## src/rtl/pipe_ctrl_pkg.sv

```systemverilog
// pipe_ctrl_pkg: shared state encoding and constants for the pipeline controller
package pipe_ctrl_pkg;
    typedef enum logic [1:0] {
        RUN      = 2'd0,
        DIV_WAIT = 2'd1,
        BUS_WAIT = 2'd2
    } state_e;
    localparam logic [31:0] NOP = 32'h0000_0013;
    localparam int BUS_TMO_DEF = 255;
endpackage

```

## src/rtl/pipe_ctrl_if.sv

```systemverilog
// pipe_ctrl_if: hazard/redirect inputs from the pipeline and stall/flush controls back to it
interface pipe_ctrl_if #(parameter int AW = 32);
    logic          jump_flag_i;
    logic [AW-1:0] jump_addr_i;
    logic          ld_hazard_i;
    logic          div_start_i;
    logic          div_done_i;
    logic          bus_req_i;
    logic          bus_gnt_i;
    logic          pc_stall_o;
    logic          if_id_stall_o;
    logic          id_ex_stall_o;
    logic          ex_mem_stall_o;
    logic          if_id_flush_o;
    logic          id_ex_flush_o;
    logic          jump_flag_o;
    logic [AW-1:0] jump_addr_o;
    logic          bus_tmo_o;
    modport slave (
        input  jump_flag_i, jump_addr_i, ld_hazard_i, div_start_i, div_done_i, bus_req_i, bus_gnt_i,
        output pc_stall_o, if_id_stall_o, id_ex_stall_o, ex_mem_stall_o,
        output if_id_flush_o, id_ex_flush_o, jump_flag_o, jump_addr_o, bus_tmo_o
    );
    modport master (
        output jump_flag_i, jump_addr_i, ld_hazard_i, div_start_i, div_done_i, bus_req_i, bus_gnt_i,
        input  pc_stall_o, if_id_stall_o, id_ex_stall_o, ex_mem_stall_o,
        input  if_id_flush_o, id_ex_flush_o, jump_flag_o, jump_addr_o, bus_tmo_o
    );
endinterface

```

## src/rtl/pipe_ctrl_stall_cnt.sv

```systemverilog
// stall_cnt: saturating wait counter with clear and a flag one count before the limit
module stall_cnt
    import pipe_ctrl_pkg::*;
#(
    parameter int           W   = 8,
    parameter logic [W-1:0] MAX = '1
) (
    input  logic clk,
    input  logic rst,
    input  logic clr_i,
    input  logic en_i,
    output logic tc_o
);
    logic [W-1:0] cnt_q, cnt_d;
    // clear wins over enable; count stops at MAX
    always_comb begin
        cnt_d = clr_i ? '0 : (en_i && cnt_q != MAX) ? cnt_q + 1'b1 : cnt_q;
    end
    // counter register
    always_ff @(posedge clk) begin
        if (!rst) cnt_q <= '0;
        else      cnt_q <= cnt_d;
    end
    assign tc_o = cnt_q == MAX - 1'b1;
endmodule

```

## src/rtl/pipe_ctrl.sv

```systemverilog
// pipe_ctrl: pipeline stall/flush/redirect controller for divide, load-use and bus waits
module pipe_ctrl
    import pipe_ctrl_pkg::*;
#(
    parameter int AW      = 32,
    parameter int BUS_TMO = BUS_TMO_DEF
) (
    input logic        clk,
    input logic        rst,
    pipe_ctrl_if.slave bus
);
    localparam logic [7:0] TMO8 = BUS_TMO[7:0];
    state_e        state_q, state_d;
    logic          guard_q, guard_d;
    logic          pend_q, pend_d;
    logic [AW-1:0] pend_addr_q, pend_addr_d;
    logic          tmo_q, tmo_d;
    logic          run, dwait, bwait, bus_st, jmp, div, ld, div_done, bus_exit, tc;
    logic          pc_st, ifid_st, idex_st, exmem_st, ifid_fl, idex_fl;

    stall_cnt #(.W(8), .MAX(TMO8)) u_cnt (
        .clk  (clk),
        .rst  (rst),
        .clr_i(run),
        .en_i (bwait),
        .tc_o (tc)
    );

    // event decode: bus wait beats jump beats divide beats load-use; a parked jump counts as a jump
    always_comb begin
        run      = state_q == RUN;
        dwait    = state_q == DIV_WAIT;
        bwait    = state_q == BUS_WAIT;
        bus_st   = bus.bus_req_i & ~bus.bus_gnt_i;
        jmp      = run & ~bus_st & (pend_q | bus.jump_flag_i);
        div      = run & ~bus_st & ~jmp & bus.div_start_i;
        ld       = run & ~bus_st & ~jmp & ~bus.div_start_i & bus.ld_hazard_i & ~guard_q;
        div_done = bus.div_done_i & ~bus.div_start_i;
        bus_exit = bus.bus_gnt_i | tc;
        ifid_fl  = jmp;
        idex_fl  = jmp | ld;
        pc_st    = (run & (bus_st | div | ld)) | (dwait & ~div_done) | (bwait & ~bus_exit);
        ifid_st  = pc_st & ~ifid_fl;
        idex_st  = ((run & (bus_st | div)) | (dwait & ~div_done) | (bwait & ~bus_exit)) & ~idex_fl;
        exmem_st = (run & bus_st) | (bwait & ~bus_exit);
    end

    // next state, one-bubble guard, jump parking during bus waits and timeout pulse
    always_comb begin
        state_d     = run   ? (bus_st ? BUS_WAIT : div ? DIV_WAIT : RUN) :
                      dwait ? (div_done ? RUN : DIV_WAIT) :
                      bwait ? (bus_exit ? RUN : BUS_WAIT) : RUN;
        guard_d     = ld;
        pend_d      = bwait ? (pend_q | bus.jump_flag_i) : (pend_q & ~jmp);
        pend_addr_d = (bwait & ~pend_q & bus.jump_flag_i) ? bus.jump_addr_i : pend_addr_q;
        tmo_d       = bwait & ~bus.bus_gnt_i & tc;
    end

    // controller state register
    always_ff @(posedge clk) begin
        if (!rst) begin
            state_q     <= RUN;
            guard_q     <= 1'b0;
            pend_q      <= 1'b0;
            pend_addr_q <= '0;
            tmo_q       <= 1'b0;
        end else begin
            state_q     <= state_d;
            guard_q     <= guard_d;
            pend_q      <= pend_d;
            pend_addr_q <= pend_addr_d;
            tmo_q       <= tmo_d;
        end
    end

    assign bus.pc_stall_o     = rst & pc_st;
    assign bus.if_id_stall_o  = rst & ifid_st;
    assign bus.id_ex_stall_o  = rst & idex_st;
    assign bus.ex_mem_stall_o = rst & exmem_st;
    assign bus.if_id_flush_o  = rst & ifid_fl;
    assign bus.id_ex_flush_o  = rst & idex_fl;
    assign bus.jump_flag_o    = rst & jmp;
    assign bus.jump_addr_o    = (rst & jmp) ? (pend_q ? pend_addr_q : bus.jump_addr_i) : '0;
    assign bus.bus_tmo_o      = rst & tmo_q;
endmodule

```

## src/flat_wrapper.sv

```systemverilog
// flat-port wrapper written by rule: the top's interface ports become plain ports
module pipe_ctrl_flat import pipe_ctrl_pkg::*;
#(
    parameter int AW      = 32,
    parameter int BUS_TMO = BUS_TMO_DEF
)
  (clk, rst, bus_jump_flag_i, bus_jump_addr_i, bus_ld_hazard_i, bus_div_start_i, bus_div_done_i, bus_bus_req_i, bus_bus_gnt_i, bus_pc_stall_o, bus_if_id_stall_o, bus_id_ex_stall_o, bus_ex_mem_stall_o, bus_if_id_flush_o, bus_id_ex_flush_o, bus_jump_flag_o, bus_jump_addr_o, bus_bus_tmo_o);
  pipe_ctrl_if #(.AW(AW)) bus_i ();
  input logic clk;
  input logic rst;
  input wire logic [$bits(bus_i.jump_flag_i)-1:0] bus_jump_flag_i;
  input wire logic [$bits(bus_i.jump_addr_i)-1:0] bus_jump_addr_i;
  input wire logic [$bits(bus_i.ld_hazard_i)-1:0] bus_ld_hazard_i;
  input wire logic [$bits(bus_i.div_start_i)-1:0] bus_div_start_i;
  input wire logic [$bits(bus_i.div_done_i)-1:0] bus_div_done_i;
  input wire logic [$bits(bus_i.bus_req_i)-1:0] bus_bus_req_i;
  input wire logic [$bits(bus_i.bus_gnt_i)-1:0] bus_bus_gnt_i;
  output wire logic [$bits(bus_i.pc_stall_o)-1:0] bus_pc_stall_o;
  output wire logic [$bits(bus_i.if_id_stall_o)-1:0] bus_if_id_stall_o;
  output wire logic [$bits(bus_i.id_ex_stall_o)-1:0] bus_id_ex_stall_o;
  output wire logic [$bits(bus_i.ex_mem_stall_o)-1:0] bus_ex_mem_stall_o;
  output wire logic [$bits(bus_i.if_id_flush_o)-1:0] bus_if_id_flush_o;
  output wire logic [$bits(bus_i.id_ex_flush_o)-1:0] bus_id_ex_flush_o;
  output wire logic [$bits(bus_i.jump_flag_o)-1:0] bus_jump_flag_o;
  output wire logic [$bits(bus_i.jump_addr_o)-1:0] bus_jump_addr_o;
  output wire logic [$bits(bus_i.bus_tmo_o)-1:0] bus_bus_tmo_o;
  assign bus_i.jump_flag_i = bus_jump_flag_i;
  assign bus_i.jump_addr_i = bus_jump_addr_i;
  assign bus_i.ld_hazard_i = bus_ld_hazard_i;
  assign bus_i.div_start_i = bus_div_start_i;
  assign bus_i.div_done_i = bus_div_done_i;
  assign bus_i.bus_req_i = bus_bus_req_i;
  assign bus_i.bus_gnt_i = bus_bus_gnt_i;
  assign bus_pc_stall_o = bus_i.pc_stall_o;
  assign bus_if_id_stall_o = bus_i.if_id_stall_o;
  assign bus_id_ex_stall_o = bus_i.id_ex_stall_o;
  assign bus_ex_mem_stall_o = bus_i.ex_mem_stall_o;
  assign bus_if_id_flush_o = bus_i.if_id_flush_o;
  assign bus_id_ex_flush_o = bus_i.id_ex_flush_o;
  assign bus_jump_flag_o = bus_i.jump_flag_o;
  assign bus_jump_addr_o = bus_i.jump_addr_o;
  assign bus_bus_tmo_o = bus_i.bus_tmo_o;
  pipe_ctrl #(.AW(AW), .BUS_TMO(BUS_TMO)) u_core (.clk(clk), .rst(rst), .bus(bus_i));
endmodule
```

## config.mk

```make
export PLATFORM = sky130hd
export DESIGN_NAME = pipe_ctrl_flat
export DESIGN_NICKNAME = d
export VERILOG_FILES = /design/src/rtl/pipe_ctrl_pkg.sv /design/src/rtl/pipe_ctrl_if.sv /design/src/rtl/pipe_ctrl_stall_cnt.sv /design/src/rtl/pipe_ctrl.sv /design/src/flat_wrapper.sv
export SDC_FILE = /design/constraint.sdc
export NUM_CORES = 1
export LEC_CHECK = 0
export ABC_AREA = 1
export BUFFER_PORTS_ARGS = -buffer_cell sky130_fd_sc_hd__buf_4
export CAP_MARGIN = 20
export CORE_ASPECT_RATIO = 1.2
export CORE_UTILIZATION = 44
export CTS_BUF_LIST = sky130_fd_sc_hd__clkbuf_8
export DETAILED_ROUTE_END_ITERATION = 10
export GPL_ROUTABILITY_DRIVEN = 1
export PLACE_DENSITY = 0.71
export SLEW_MARGIN = 10
export SYNTH_ARGS = -nofsm -noshare
export SYNTH_HDL_FRONTEND = slang
export SYNTH_SLANG_ARGS = --single-unit
```

## constraint.sdc

```tcl
create_clock -name clk -period 1.5 [get_ports clk]
set_input_delay 0.075 -clock clk [delete_from_list [all_inputs] [get_ports clk]]
set_output_delay 0.075 -clock clk [all_outputs]
set_load 0.1 [all_outputs]
```

## Yosys cells after proc, flatten, opt, wreduce, memory -nomap -nowiden

Cells that the tools add are included.

| storage, ports and cells | value |
|---|---|
| bits of input ports | 40 |
| output and inout bits | 40 |
| word-level logic and storage cells | 72 |
| bits in registers | 45 |

| operators by class | value |
|---|---|
| bitwise operators | 48 |
| mux-type cells | 10 |
| add/sub/neg operators | 1 |
| equality and inequality tests | 4 |
| reduce and logical (&&, ||, !) cells | 3 |

Operator list:

| operator | number |
|---|---|
| two-way mux 32 bit | 2 |
| AND 1 bit | 28 |
| two-way mux 2 bit | 5 |
| inverter 1 bit | 10 |
| OR 1 bit | 10 |
| adder 8 x 1 -> 8 bit (second input constant) | 1 |
| == test 8 bit (second input constant) | 1 |
| != test 8 bit (second input constant) | 1 |
| two-way mux 1 bit | 3 |
| == test 2 x 1 -> 1 bit (second input constant) | 1 |
| == test 2 bit (second input constant) | 1 |
| logical NOT 2 bit | 1 |
| OR reduction 2 bit | 1 |
| logical AND 1 bit | 1 |

## Logic depth before layout (Yosys ltp)

| depth | value |
|---|---|
| depth after elaboration | 16 |
| depth in mapped cells | 9 |
| gate-level depth less buffers | 9 |

## By module

From an unflattened synthesis, not the netlist that was laid out.

| second synthesis, totals | value |
|---|---|
| cell total of the unflattened synthesis | 361 |
| area, all modules | 2469.9 sq um |

By module, submodules not included:

| module | cells each | instances | sequential area each (sq um) | area an instance (sq um) |
|---|---|---|---|---|
| pipe_ctrl | 295 | 1 | 740.7 | 1993.2 |
| stall_cnt | 66 | 1 | 160.2 | 476.7 |

## Worst setup path after synthesis

No wires, ideal clock.

| path | value |
|---|---|
| path type | register -> output |
| start | reg u_core.state_q[0] |
| end | out bus_jump_addr_o[10] |
| arrival | 2.359 ns |
| required time | 1.425 ns |
| setup slack | -0.934 ns |
| stages on the path, launching flop included | 7 |
| path buffers | 1 |
| cell sequence | dfxtp_1 -> nor2_1 -> nand2_1 -> inv_2 -> nand3_4 -> buf_6 -> a21oi_1 |

| between the ends | value |
|---|---|
| longest elaborated chain between the ends | 5 |

Ends and longest elaborated chain:

| what | line | RTL |
|---|---|---|
| start: declaration | pipe_ctrl.sv:13 | `state_e state_q, state_d;` |
| start signal: assignment | pipe_ctrl.sv:68 | `state_q <= state_d;` |
| logical NOT 2 bit | pipe_ctrl.sv:31 | `run = state_q == RUN;` |
| AND 1 bit (2 in a row) | pipe_ctrl.sv:35 | `jmp = run & ~bus_st & (pend_q \| bus.jump_flag_i);` |
| AND 1 bit | pipe_ctrl.sv:83 | `assign bus.jump_addr_o = (rst & jmp) ? (pend_q ? pend_addr_q : bus.jump_addr_i) : '0;` |
| two-way mux 32 bit | pipe_ctrl.sv:83 |  |
| end: declaration | flat_wrapper.sv:25 | `output wire logic [$bits(bus_i.jump_addr_o)-1:0] bus_jump_addr_o;` |

Every way passes these cells.

## Worst setup path in the final report

| path | value |
|---|---|
| start | reg u_core.state_q[0] |
| end | out bus_jump_addr_o[26] |

Same word-level chain as after synthesis.

==> results.json <==
{
  "area_growth_pct": 73.15,
  "rr_startpoint": "u_core.state_q[0]$_SDFF_PN0_",
  "slew_viol_final": 0,
  "numCtsBuffers": 5,
  "cp_cell_sequence": "nor2_4 -> nand2_2 -> inv_2 -> nand3_4 -> buf_12 -> a21oi_4 -> buf_12",
  "drt_iter0_markers": 125,
  "synthCells": 367,
  "synth.net_count": 409,
  "vias_per_cell": 5.216,
  "syn_area_mm2": 0.002381,
  "holdCritStartpoint": "bus_jump_addr_i[26]",
  "cp_common_cell": "buf_12",
  "grt_pass1_vias": 2575,
  "synth_cell_type_count": 28,
  "internal_power_w": 0.001964,
  "setup_viol_count_final": 37,
  "ys_seq_area_frac": 0.3783,
  "htree_levels": 2,
  "fin_ws_ns": -0.1513,
  "reg2reg_slack_ns": 0.10,
  "clkTransAtPathRegs_ns": 0.08,
  "synth_top_family_by_area": "simple AND/OR/NAND/NOR gates",
  "dieArea_mm2": 0.005711,
  "violations": "negative setup slack",
  "critPathMaxStageDelay_ns": 0.35,
  "syn_area_per_cell_um2": 6.488,
  "antenna_found_initial": 0,
  "skew_ns": 0.003284,
  "irDropWorstVdd_mv": 0.5631,
  "fp.coreArea_mm2": 0.005080,
  "drive_gt1_frac": 0.3900,
  "grt_pass1_wl_um": 11390,
  "clk_path_buf_depth": 2,
  "min_period_ns": 1.651,
  "start_kind": "flop",
  "tightest_slew_ns": 0.3517,
  "diodes": 0,
  "power.net_switching_w": 0.001125,
  "drc": 0,
  "final_common_cell": "nand2_1",
  "final_cell_mix": "96 x nand2_1, 75 x nor2_1, 58 x buf_4",
  "rsz0062_at_grt": "yes",
  "criticalPathCategory": "flop to primary output",
  "combPwrFrac": 0.361,
  "hold_class": "input pin to flop",
  "hpwl_um": 4615,
  "yosysWarnings": 0,
  "p_per_area_mw_per_mm2": 749.4,
  "yosys.area_share.adder": 0.01051,
  "place_ws_ns": -0.01145,
  "arrival_ns": 1.58,
  "port_buffers": 79,
  "finalCritPeriodShare": 1.101,
  "postRouteAntennaNets": 0,
  "synth-simple-area-share": 0.3463,
  "die_y_um": 82.59,
  "crit_path_end_kind": "primary output",
  "rows": 28,
  "r2r-end": "u_core.pend_addr_q[28]$_SDFFE_PN0P_",
  "gp_congestion": 0.7504,
  "leakagePower_nw": 1.679,
  "finalNetCount": 500,
  "fp.dieW_um": 69.16,
  "start_util": 0.4687,
  "drtPass1Iterations": 4,
  "status": "finished, violations left",
  "ys_seq_elements": 45,
  "fmax_mhz": 605.6,
  "route.vias.total": 2707,
  "power_frac_seq": 0.408,
  "routedWlPerCell_um": 13.43,
  "cp.required_ns": 1.42,
  "cts_tree": "built",
  "synth_compound_area_frac": 0.1534,
  "overflow": 0,
  "ios": 80,
  "min_to": "u_core.pend_addr_q[26]$_SDFFE_PN0P_",
  "root_buffer": "clkbuf_8",
  "crit_fanout": 14,
  "clock_power_share": 0.231,
  "slowest_stage": "dfxtp_2",
  "switching_share": 0.3642,
  "worst_slew_margin_rel": 0.7650,
  "drt-total-wl_um": 6969,
  "finalCoreUtilization": 0.8116,
  "muxShareOfSynthArea": 0,
  "hold_violations": 0,
  "min_path_cells": 3,
  "fillers": 332,
  "grt_max_degree": 33,
  "synth_xor_area_frac": 0.007357,
  "grt_usage": 0.2459,
  "insertion_delay_ns": 0.29,
  "r2r_cells": 8,
  "maxCapViolations": 0,
  "cts.sinks": 45
}
==> flip-flops by register name (all words and copies together), names as in the netlist <==
register,cells
u_core.u_cnt.cnt_q,8
u_core.state_q,2
u_core.guard_q,1
u_core.pend_q,1
u_core.pend_addr_q,32
u_core.tmo_q,1
==> cell usage after synthesis, drive strengths merged <==
master,instances,area share
a211oi,1,0.0032
a21oi,37,0.078
buf,13,0.050
clkbuf,8,0.013
clkinv,1,0.0016
dfxtp,45,0.38
ha,2,0.011
inv,25,0.039
nand2,104,0.17
nand3,10,0.026
nand4,1,0.0026
nor2,81,0.14
nor3b,1,0.0032
nor4,1,0.0026
o211ai,1,0.0032
o21ai,33,0.069
or2,1,0.0037
xor2,2,0.0074
==> cell type report <==
cell class              count  area, um^2  area share
clock inverters             3       13.76    0.003338
clock buffers               5       68.82     0.01669
inverters                  26       110.1     0.02671
flip-flops and latches     45       909.6      0.2206
repair buffers            105        1313      0.3184
multi-input cells         275        1633      0.3961
well taps                  60       75.07     0.01821
==> per-layer routing <==
metal / vias up / track usage / share of wire
li1: 1336 / - / -
met1: 1280 / 0.2713 / 0.40
met2: 83 / 0.4854 / 0.55
met3: 8 / 0.04369 / 0.044
met4: 0 / 0.06735 / 0.011
met5: - / 0 / 0
==> worst max-delay path by stage <==
stage,depth (start not counted),to,slack [ns],startpoint
2_1_floorplan,6,bus_id_ex_flush_o,-0.42,u_core.pend_q$_SDFF_PN0_
3_3_place_gp,9,bus_id_ex_flush_o,0.04,u_core.state_q[1]$_SDFF_PN0_
3_5_place_dp,8,u_core.pend_addr_q[28]$_SDFFE_PN0P_,-0.01,u_core.state_q[0]$_SDFF_PN0_
4_1_cts,7,bus_jump_addr_o[21],-0.16,u_core.state_q[0]$_SDFF_PN0_
5_1_grt,9,bus_pc_stall_o,-0.24,u_core.state_q[0]$_SDFF_PN0_
6_report,7,bus_jump_addr_o[26],-0.15,u_core.state_q[0]$_SDFF_PN0_
==> kinds of logic (layout without fill, tap and decap cells) <==
family,Yosys count,after routing
compound gates,72,72
xor+xnor,2,2
fa+ha+maj,2,2
simple gates,199,199
buf+inv,47,139
flops,45,45
==> critical path: cells and delay by family (launching register included) <==
kind,cells,cell delay (ns)
AO/OA/AOI/OAI,1,0.16
buffers and inverters,3,0.47
flip-flops,1,0.35
AND/OR/NAND/NOR,3,0.31
==> power by group through the flow <==
stage / logic [W] / clock network [W] / registers (W)
after floorplan: 0.000694 / 0 / 0.00128
after global placement: 0.000912 / 0 / 0.00128
after detailed placement: 0.000922 / 0 / 0.00128
after CTS: 0.00110 / 0.000735 / 0.00126
after global routing: 0.00117 / 0.000773 / 0.00126
final: 0.00112 / 0.000713 / 0.00126
==> repair_timing <==
item / CTS / global route
pin swaps: 7 / 2
setup endpoints to repair: 44 / 72
gates resized for setup: 131 / 10
hold endpoints to repair: 1 / 0
buffers inserted: 4 / 1
hold buffers: 1 / 0
==> through the flow <==
stage	setup TNS, ns	instance area, um^2	instances	hold slack, ns	total power, W
floorplan	-2.924	2745	367	0.1528	0.001975
global placement	0	3447	505	0.2695	0.002194
detailed placement	-0.01145	3447	505	0.2684	0.002207
CTS	-4.814	4078	518	0.02350	0.003094
global route	-7.409	4123	519	0.03032	0.003205
finish	-4.828	4123	519	0.02764	0.003089
(Power assumes the default switching activity.)
